**src/rtl/prescaler_debouncer.sv**
```systemverilog
// Purpose: clock-enable prescaler plus per-channel pushbutton synchronizer/debouncer.
// Latency: CE every DIV enabled cycles; a clean button edge reaches BTN_DB in 2 cycles + STABLE ticks.
// Backpressure: none; free-running conditioning stage, EN low freezes the divider and thus debouncing.
module prescaler_debouncer #(
  parameter int DIV    = 50000,
  parameter int STABLE = 4,
  parameter int NBTN   = 3
) (
  input  logic            CLK,
  input  logic            CLR_N,
  input  logic            EN,
  input  logic [NBTN-1:0] BTN,
  output logic            CE,
  output logic [NBTN-1:0] BTN_DB,
  output logic [NBTN-1:0] BTN_RISE,
  output logic [NBTN-1:0] BTN_FALL
);

  localparam int PW = (DIV > 1) ? $clog2(DIV) : 1;
  localparam int SW = (STABLE > 0) ? $clog2(STABLE + 1) : 1;
  localparam logic [PW-1:0] PC_LAST = PW'(DIV - 1);
  localparam logic [SW-1:0] SC_LAST = SW'(STABLE - 1);

  // Two-stage synchronizer; bs_q is the metastability-safe button sample.
  logic [NBTN-1:0] sync1_q, sync1_d;
  logic [NBTN-1:0] bs_q, bs_d;

  // Prescaler count and its registered enable pulse.
  logic [PW-1:0] pc_q, pc_d;
  logic          ce_q, ce_d;

  // Debouncer state per channel.
  logic [NBTN-1:0][SW-1:0] sc_q, sc_d;
  logic [NBTN-1:0]         db_q, db_d;
  logic [NBTN-1:0]         rise_q, rise_d;
  logic [NBTN-1:0]         fall_q, fall_d;

  // Synchronizer shifts every cycle, independent of EN.
  always_comb begin
    sync1_d = BTN;
    bs_d    = sync1_q;
  end

  // Divider: wrap at DIV-1 and emit a one-cycle CE; hold the count while EN is low.
  always_comb begin
    pc_d = pc_q;
    ce_d = 1'b0;
    if (EN) begin
      if (pc_q == PC_LAST) begin
        pc_d = '0;
        ce_d = 1'b1;
      end else begin
        pc_d = pc_q + PW'(1);
      end
    end
  end

  // Debounce on the edge following a CE pulse; a matching sample discards progress.
  always_comb begin
    sc_d   = sc_q;
    db_d   = db_q;
    rise_d = '0;
    fall_d = '0;
    if (ce_q) begin
      for (int i = 0; i < NBTN; i++) begin
        if (bs_q[i] == db_q[i]) begin
          sc_d[i] = '0;
        end else if (sc_q[i] == SC_LAST) begin
          sc_d[i]   = '0;
          db_d[i]   = bs_q[i];
          rise_d[i] = bs_q[i];
          fall_d[i] = ~bs_q[i];
        end else begin
          sc_d[i] = sc_q[i] + SW'(1);
        end
      end
    end
  end

  // State registers with synchronous active-low clear.
  always_ff @(posedge CLK) begin
    if (!CLR_N) begin
      sync1_q <= '0;
      bs_q    <= '0;
      pc_q    <= '0;
      ce_q    <= 1'b0;
      sc_q    <= '0;
      db_q    <= '0;
      rise_q  <= '0;
      fall_q  <= '0;
    end else begin
      sync1_q <= sync1_d;
      bs_q    <= bs_d;
      pc_q    <= pc_d;
      ce_q    <= ce_d;
      sc_q    <= sc_d;
      db_q    <= db_d;
      rise_q  <= rise_d;
      fall_q  <= fall_d;
    end
  end

  assign CE       = ce_q;
  assign BTN_DB   = db_q;
  assign BTN_RISE = rise_q;
  assign BTN_FALL = fall_q;

endmodule
```
**config.mk**
```make
export PLATFORM = sky130hd
export DESIGN_NAME = prescaler_debouncer
export DESIGN_NICKNAME = d
export VERILOG_FILES = /design/src/rtl/prescaler_debouncer.sv
export SDC_FILE = /design/constraint.sdc
export NUM_CORES = 1
export LEC_CHECK = 0
export CORE_MARGIN = 8
export CORE_UTILIZATION = 55
export CTS_CLUSTER_DIAMETER = 100
export DETAILED_ROUTE_END_ITERATION = 8
export GPL_TIMING_DRIVEN = 0
export PLACE_DENSITY_LB_ADDON = 0.12
export SETUP_SLACK_MARGIN = 0.15
export SKIP_LAST_GASP = 1
export SLEW_MARGIN = 20
export SYNTH_ARGS = -nofsm -noshare
export SYNTH_HDL_FRONTEND = slang
export SYNTH_SLANG_ARGS = --single-unit
```
**constraint.sdc**
```tcl
create_clock -name CLK -period 1.9 [get_ports CLK]
set_input_delay 0.19 -clock CLK [delete_from_list [all_inputs] [get_ports CLK]]
set_output_delay 0.19 -clock CLK [all_outputs]
set_load 0.05 [all_outputs]
```
* Yosys cells after proc, flatten, opt, wreduce, memory -nomap -nowiden *
Index checks and enable logic that the tools add are counted.

word-level totals
  register bits after elaboration = 41
  input bits = 6
  output and inout bits = 10

cells by class
  add/sub/neg operators = 4
  eq/ne operators = 7
  muxes and demuxes = 8
  bitwise gates (word level) = 11
  reduce and logical (&&, ||, !) cells = 7

operator list
  cell                                            count
  2-to-1 mux 3 bit                                6
  adder 16 x 1 -> 16 bit (second input constant)  1
  == test 16 bit (second input constant)          1
  2-to-1 mux 16 bit                               1
  OR reduction 4 bit                              3
  inverter 1 bit                                  11
  adder 3 x 1 -> 3 bit (second input constant)    3
  == test 3 x 2 -> 1 bit (second input constant)  3
  AND reduction 3 bit                             3
  == test 1 bit                                   3
  AND reduction 2 bit                             1
  2-to-1 mux 1 bit                                1

* Logic depth before layout (Yosys ltp) *
Gate-level depths: netlist of the first run.

  depth after elaboration = 3
  depth in mapped cells = 6
  gate-level depth less buffers = 5

* Worst setup path after synthesis of the first run *
OpenSTA, ideal clock, no wires.

  path type = register to register
  from = reg pc_q[4]
  to = reg pc_q[11]
  setup time = 115 ps
  arrival time = 1,350 ps
  required time = 1,785 ps
  slack = 436 ps
  cell stages (with the launch flop) = 6
  path buffers = 1
  clock period less this slack = 1,464 ps
  cells stage by stage = dfxtp_1 nor4b_1 nand4_1 o31ai_4 buf_6 nor2_1

on the way
  cells in the longest elaborated chain, start to end = 2
  elaborated cells on any way between the ends = 3

ends and longest elaborated chain
  element                                                          line    RTL
  from (decl)                                                      29      logic [PW-1:0] pc_q, pc_d;
  from (signal assigned)                                           94      pc_q <= pc_d;
  adder 16 x 1 -> 16 bit / == test 16 bit (equally long branches)  53, 49
  2-to-1 mux 16 bit *                                              49      if (pc_q == PC_LAST) begin

Every way passes the cells marked *; elsewhere a longest branch is shown, timed or not.
A chain may end at the register's enable or synchronous reset.

* Final worst setup path of the first run *
  from = reg rise_q[0], in the netlist BTN_RISE[0]
  to = out BTN_RISE[0]

RTL lines
  element                 line  RTL
  from (decl)             35    logic [NBTN-1:0] rise_q, rise_d;
  from (signal assigned)  98    rise_q <= rise_d;
  to (decl)               15    output logic [NBTN-1:0] BTN_RISE,

No word-level cell between the ends.

==> results.cfg, run 1 <==
[outcome]
outcome = completed

[worst_hold_path]
hp-start = EN
hold_path_class = input port to register

[timing]
whs_ns = 0.137
maxSlewViolCount = 0
fmax_ghz = 0.604
worst_slack_ns = 0.244
finalSetupTns_ns = 0
finClkSkew_ns = 0.00616
max_slew_margin_pct = 66.2
period_share_pct = 87.2
worstMarginPinSlew_ns = 0.505
setup_viol = 0
fin_crit_ns = 1.66
finalHoldViolations = 0
rsz0062_at_grt = no

[detailed_routing]
wl_um = 3040
first_iter_violations = 62
viasPerCell = 5.50
drtAntennaViolNets = 0
drc = 0
routedWlPerCell_um = 12.9
drtPass1Iterations = 5
vias = 1297

[run]
maxCapViolCount = 0

[power]
peakVddDrop_mv = 0.420
p_leak_nw = 0.693
powerDensity_nw_per_um2 = 753

[setup_path]
cpPeakStageDelay_ns = 0.80
r2r_slack_ns = 0.29
cp.arrival_ns = 1.47
slowest_stage = clkdlybuf4s50_1
r2r_start = pc_q[4]
startpoint_type = register
critPathTopFamily = buffers and inverters
crit_path_end_kind = primary output
worstSetupStartpoint = BTN_RISE[0]
worstPathRequired_ns = 1.71
critPathBufInv = 1
critical_path_class = register to primary output
crit_chain = clkdlybuf4s50_1
crit_path_max_fanout = 1

[floorplanning]
die_area_um2 = 5040
io_pins = 16
fp.dieH_um = 71.0
dieWidth_um = 71.0
coreArea_um2 = 2980
num_rows = 20
start_util_pct = 55.9

[layout]
syn2layout_area_growth_pct = 16.7
nets = 213
drive_gt1_share_pct = 7.88
fillers = 243
antenna_cells = 0

[clocking]
clock-root-buffer = clkbuf_4
ctsHoldBuffers = 0
cts_buffers = 5
cts_htree_levels = 2
cts_tree = yes
path_clk_slew_ns = 0.11
clk_latency_ns = 0.34
clockBufferDepth = 2
clkSinkCount = 41

[global_route]
antenna_found_initial = 0
grt-ovfl-total = 0
grt_pass1_wl_um = 5110
grt_use_total_pct = 12.7
grt_pass1_vias = 1245
grt_max_degree = 13

[yosys]
synthArstFlopShare_pct = 0
yosysSeqAreaShare_pct = 49.3
synth-seq-cells = 41
synth-edff-count = 0
synthCells = 179
synthFlopType = dfxtp_1
synthesis.nets = 189
syn_area_um2 = 1670
synth_cell_types = 29
syn_area_per_cell_um2 = 9.30
yosysWarnings = 0

[place]
dpl_worst_slack_ns = 0.223
portBuffers = 14
gp_congestion = 0.844
hpwl_um = 2230
[flip-flops by register name (all words and copies together), names as in the netlist]
| name | cells |
|---|---|
| bs_q | 3 |
| BTN_RISE | 3 |
| bs_d | 3 |
| pc_q | 16 |
| CE | 1 |
| BTN_FALL | 3 |
| BTN_DB | 3 |
| sc_q | 9 |
[metal layers]
| metal | vias to the layer above | wire [µm] | share of wire [%] | GRT usage, % |
|---|---|---|---|---|
| li1 | 666 | - | - | - |
| met1 | 608 | 1320 | 43 | 11.9 |
| met2 | 16 | 1580 | 52 | 23.8 |
| met3 | 7 | 86 | 2.8 | 5.23 |
| met4 | 0 | 53 | 1.7 | 4.85 |
| met5 | - | 0 | 0 | 0 |
[through the flow]
stage          util [%]  power, mW  cell area (µm²)  instances
3_5_place_dp       62.0      0.947             1850        226
4_1_cts            64.3       1.48             1910        233
3_3_place_gp       62.0      0.945             1850        226
5_1_grt            65.3       1.52             1940        236
2_1_floorplan         -      0.928             1670        179
6_report           65.3       1.46             1940        236
[worst paths after layout]
| check | endpoint | cells past startpoint |
|---|---|---|
| worst max register to register | pc_q[8] | 5 |
| worst min-delay path | pc_q[0] | 3 |
| worst min register to register | bs_q[0] | 1 |
| worst max-delay path | BTN_RISE[0] | 1 |
[synth_stat cells, types with 2 or more instances]
library cell,n,area [µm²]
a21oi_1,11,55.1
and2_1,6,37.5
and3_1,4,25.0
clkbuf_1,5,18.8
dfxtp_1,41,821
ha_1,4,50.1
inv_1,3,11.3
nand2_1,11,41.3
nand2b_1,6,37.5
nand3_1,13,65.1
nand3b_1,3,22.5
nand4_1,7,43.8
nor2_1,19,71.3
nor2b_1,3,18.8
nor3_1,2,10.0
nor3b_1,6,45.0
nor4_1,4,25.0
o21ai_0,5,25.0
or3_1,2,12.5
xnor2_1,11,96.3
xor2_1,5,43.8
[kinds of logic after synthesis]
| kind of cell | share of synthesized area [%] |
|---|---|
| and+or+nand+nor | 29.7 |
| DFF | 49.3 |
| AOI/OAI and AO/OA | 6.09 |
| xor gates and xnor gates | 8.41 |
| buffers and inverters | 2.93 |
| adders and majority gates | 3.01 |
| muxes | 0.601 |
[where the power goes]
group	total, mW	internal, mW	switching [mW]
sequential	0.878	0.870	0.00846
combinational	0.0523	0.0272	0.0251
clock	0.534	0.268	0.265
[cell usage in the layout, fill, tap and decap left out, types with 3 or more instances in the layout]
| cell type | count |
|---|---|
| nand4_1 | 7 |
| clkdlybuf4s50_1 | 10 |
| inv_1 | 3 |
| buf_4 | 4 |
| dfxtp_1 | 41 |
| nor2_1 | 19 |
| nand3_1 | 13 |
| and2_1 | 6 |
| clkbuf_1 | 5 |
| nand2b_1 | 6 |
| nor4_1 | 4 |
| nor3b_1 | 6 |
| ha_1 | 4 |
| nor2b_1 | 3 |
| nand3b_1 | 3 |
| and3_1 | 4 |
| clkbuf_4 | 5 |
| o21ai_0 | 5 |
| xnor2_1 | 11 |
| a21oi_1 | 11 |
| xor2_1 | 5 |
| nand2_1 | 11 |
| dlygate4sd2_1 | 4 |
[cell type report]
type,count,area (µm²),share of cell area [%]
Tap cell,33,41.3,2.12
Inverter,3,11.3,0.580
Clock inverter,2,35.0,1.80
Multi-Input combinational cell,128,802,41.3
Timing Repair Buffer,17,158,8.11
Clock buffer,5,37.5,1.93
Sequential cell,41,821,42.2
Buffer,7,37.5,1.93
[what timing repair did]
item	4_1_cts	5_1_grt
endpoints found under the setup margin	4	10
buffers inserted	0	3
resized for setup	4	1
pin swaps	0	2
No activity file was read; power rests on OpenSTA's default activity.
==> inputs of run 2 (changes only) <==
--- a/config.mk
+++ b/config.mk
@@ -7,7 +7,7 @@
 export LEC_CHECK = 0
 export CORE_MARGIN = 8
 export CORE_UTILIZATION = 55
-export CTS_CLUSTER_DIAMETER = 100
+export CTS_CLUSTER_DIAMETER = 200
 export DETAILED_ROUTE_END_ITERATION = 8
 export GPL_TIMING_DRIVEN = 0
 export PLACE_DENSITY_LB_ADDON = 0.12
==> results of run 2 <==
Same layout as run 1: the final DEF is identical, and so are final timing and power.
==> inputs of run 3 (changes only) <==
--- a/config.mk
+++ b/config.mk
@@ -8,6 +8,7 @@
 export CORE_MARGIN = 8
 export CORE_UTILIZATION = 55
 export CTS_CLUSTER_DIAMETER = 200
+export CTS_CLUSTER_SIZE = 10
 export DETAILED_ROUTE_END_ITERATION = 8
 export GPL_TIMING_DRIVEN = 0
 export PLACE_DENSITY_LB_ADDON = 0.12
==> results of run 3 <==
Same layout as run 1: the final DEF is identical, and so are final timing and power.
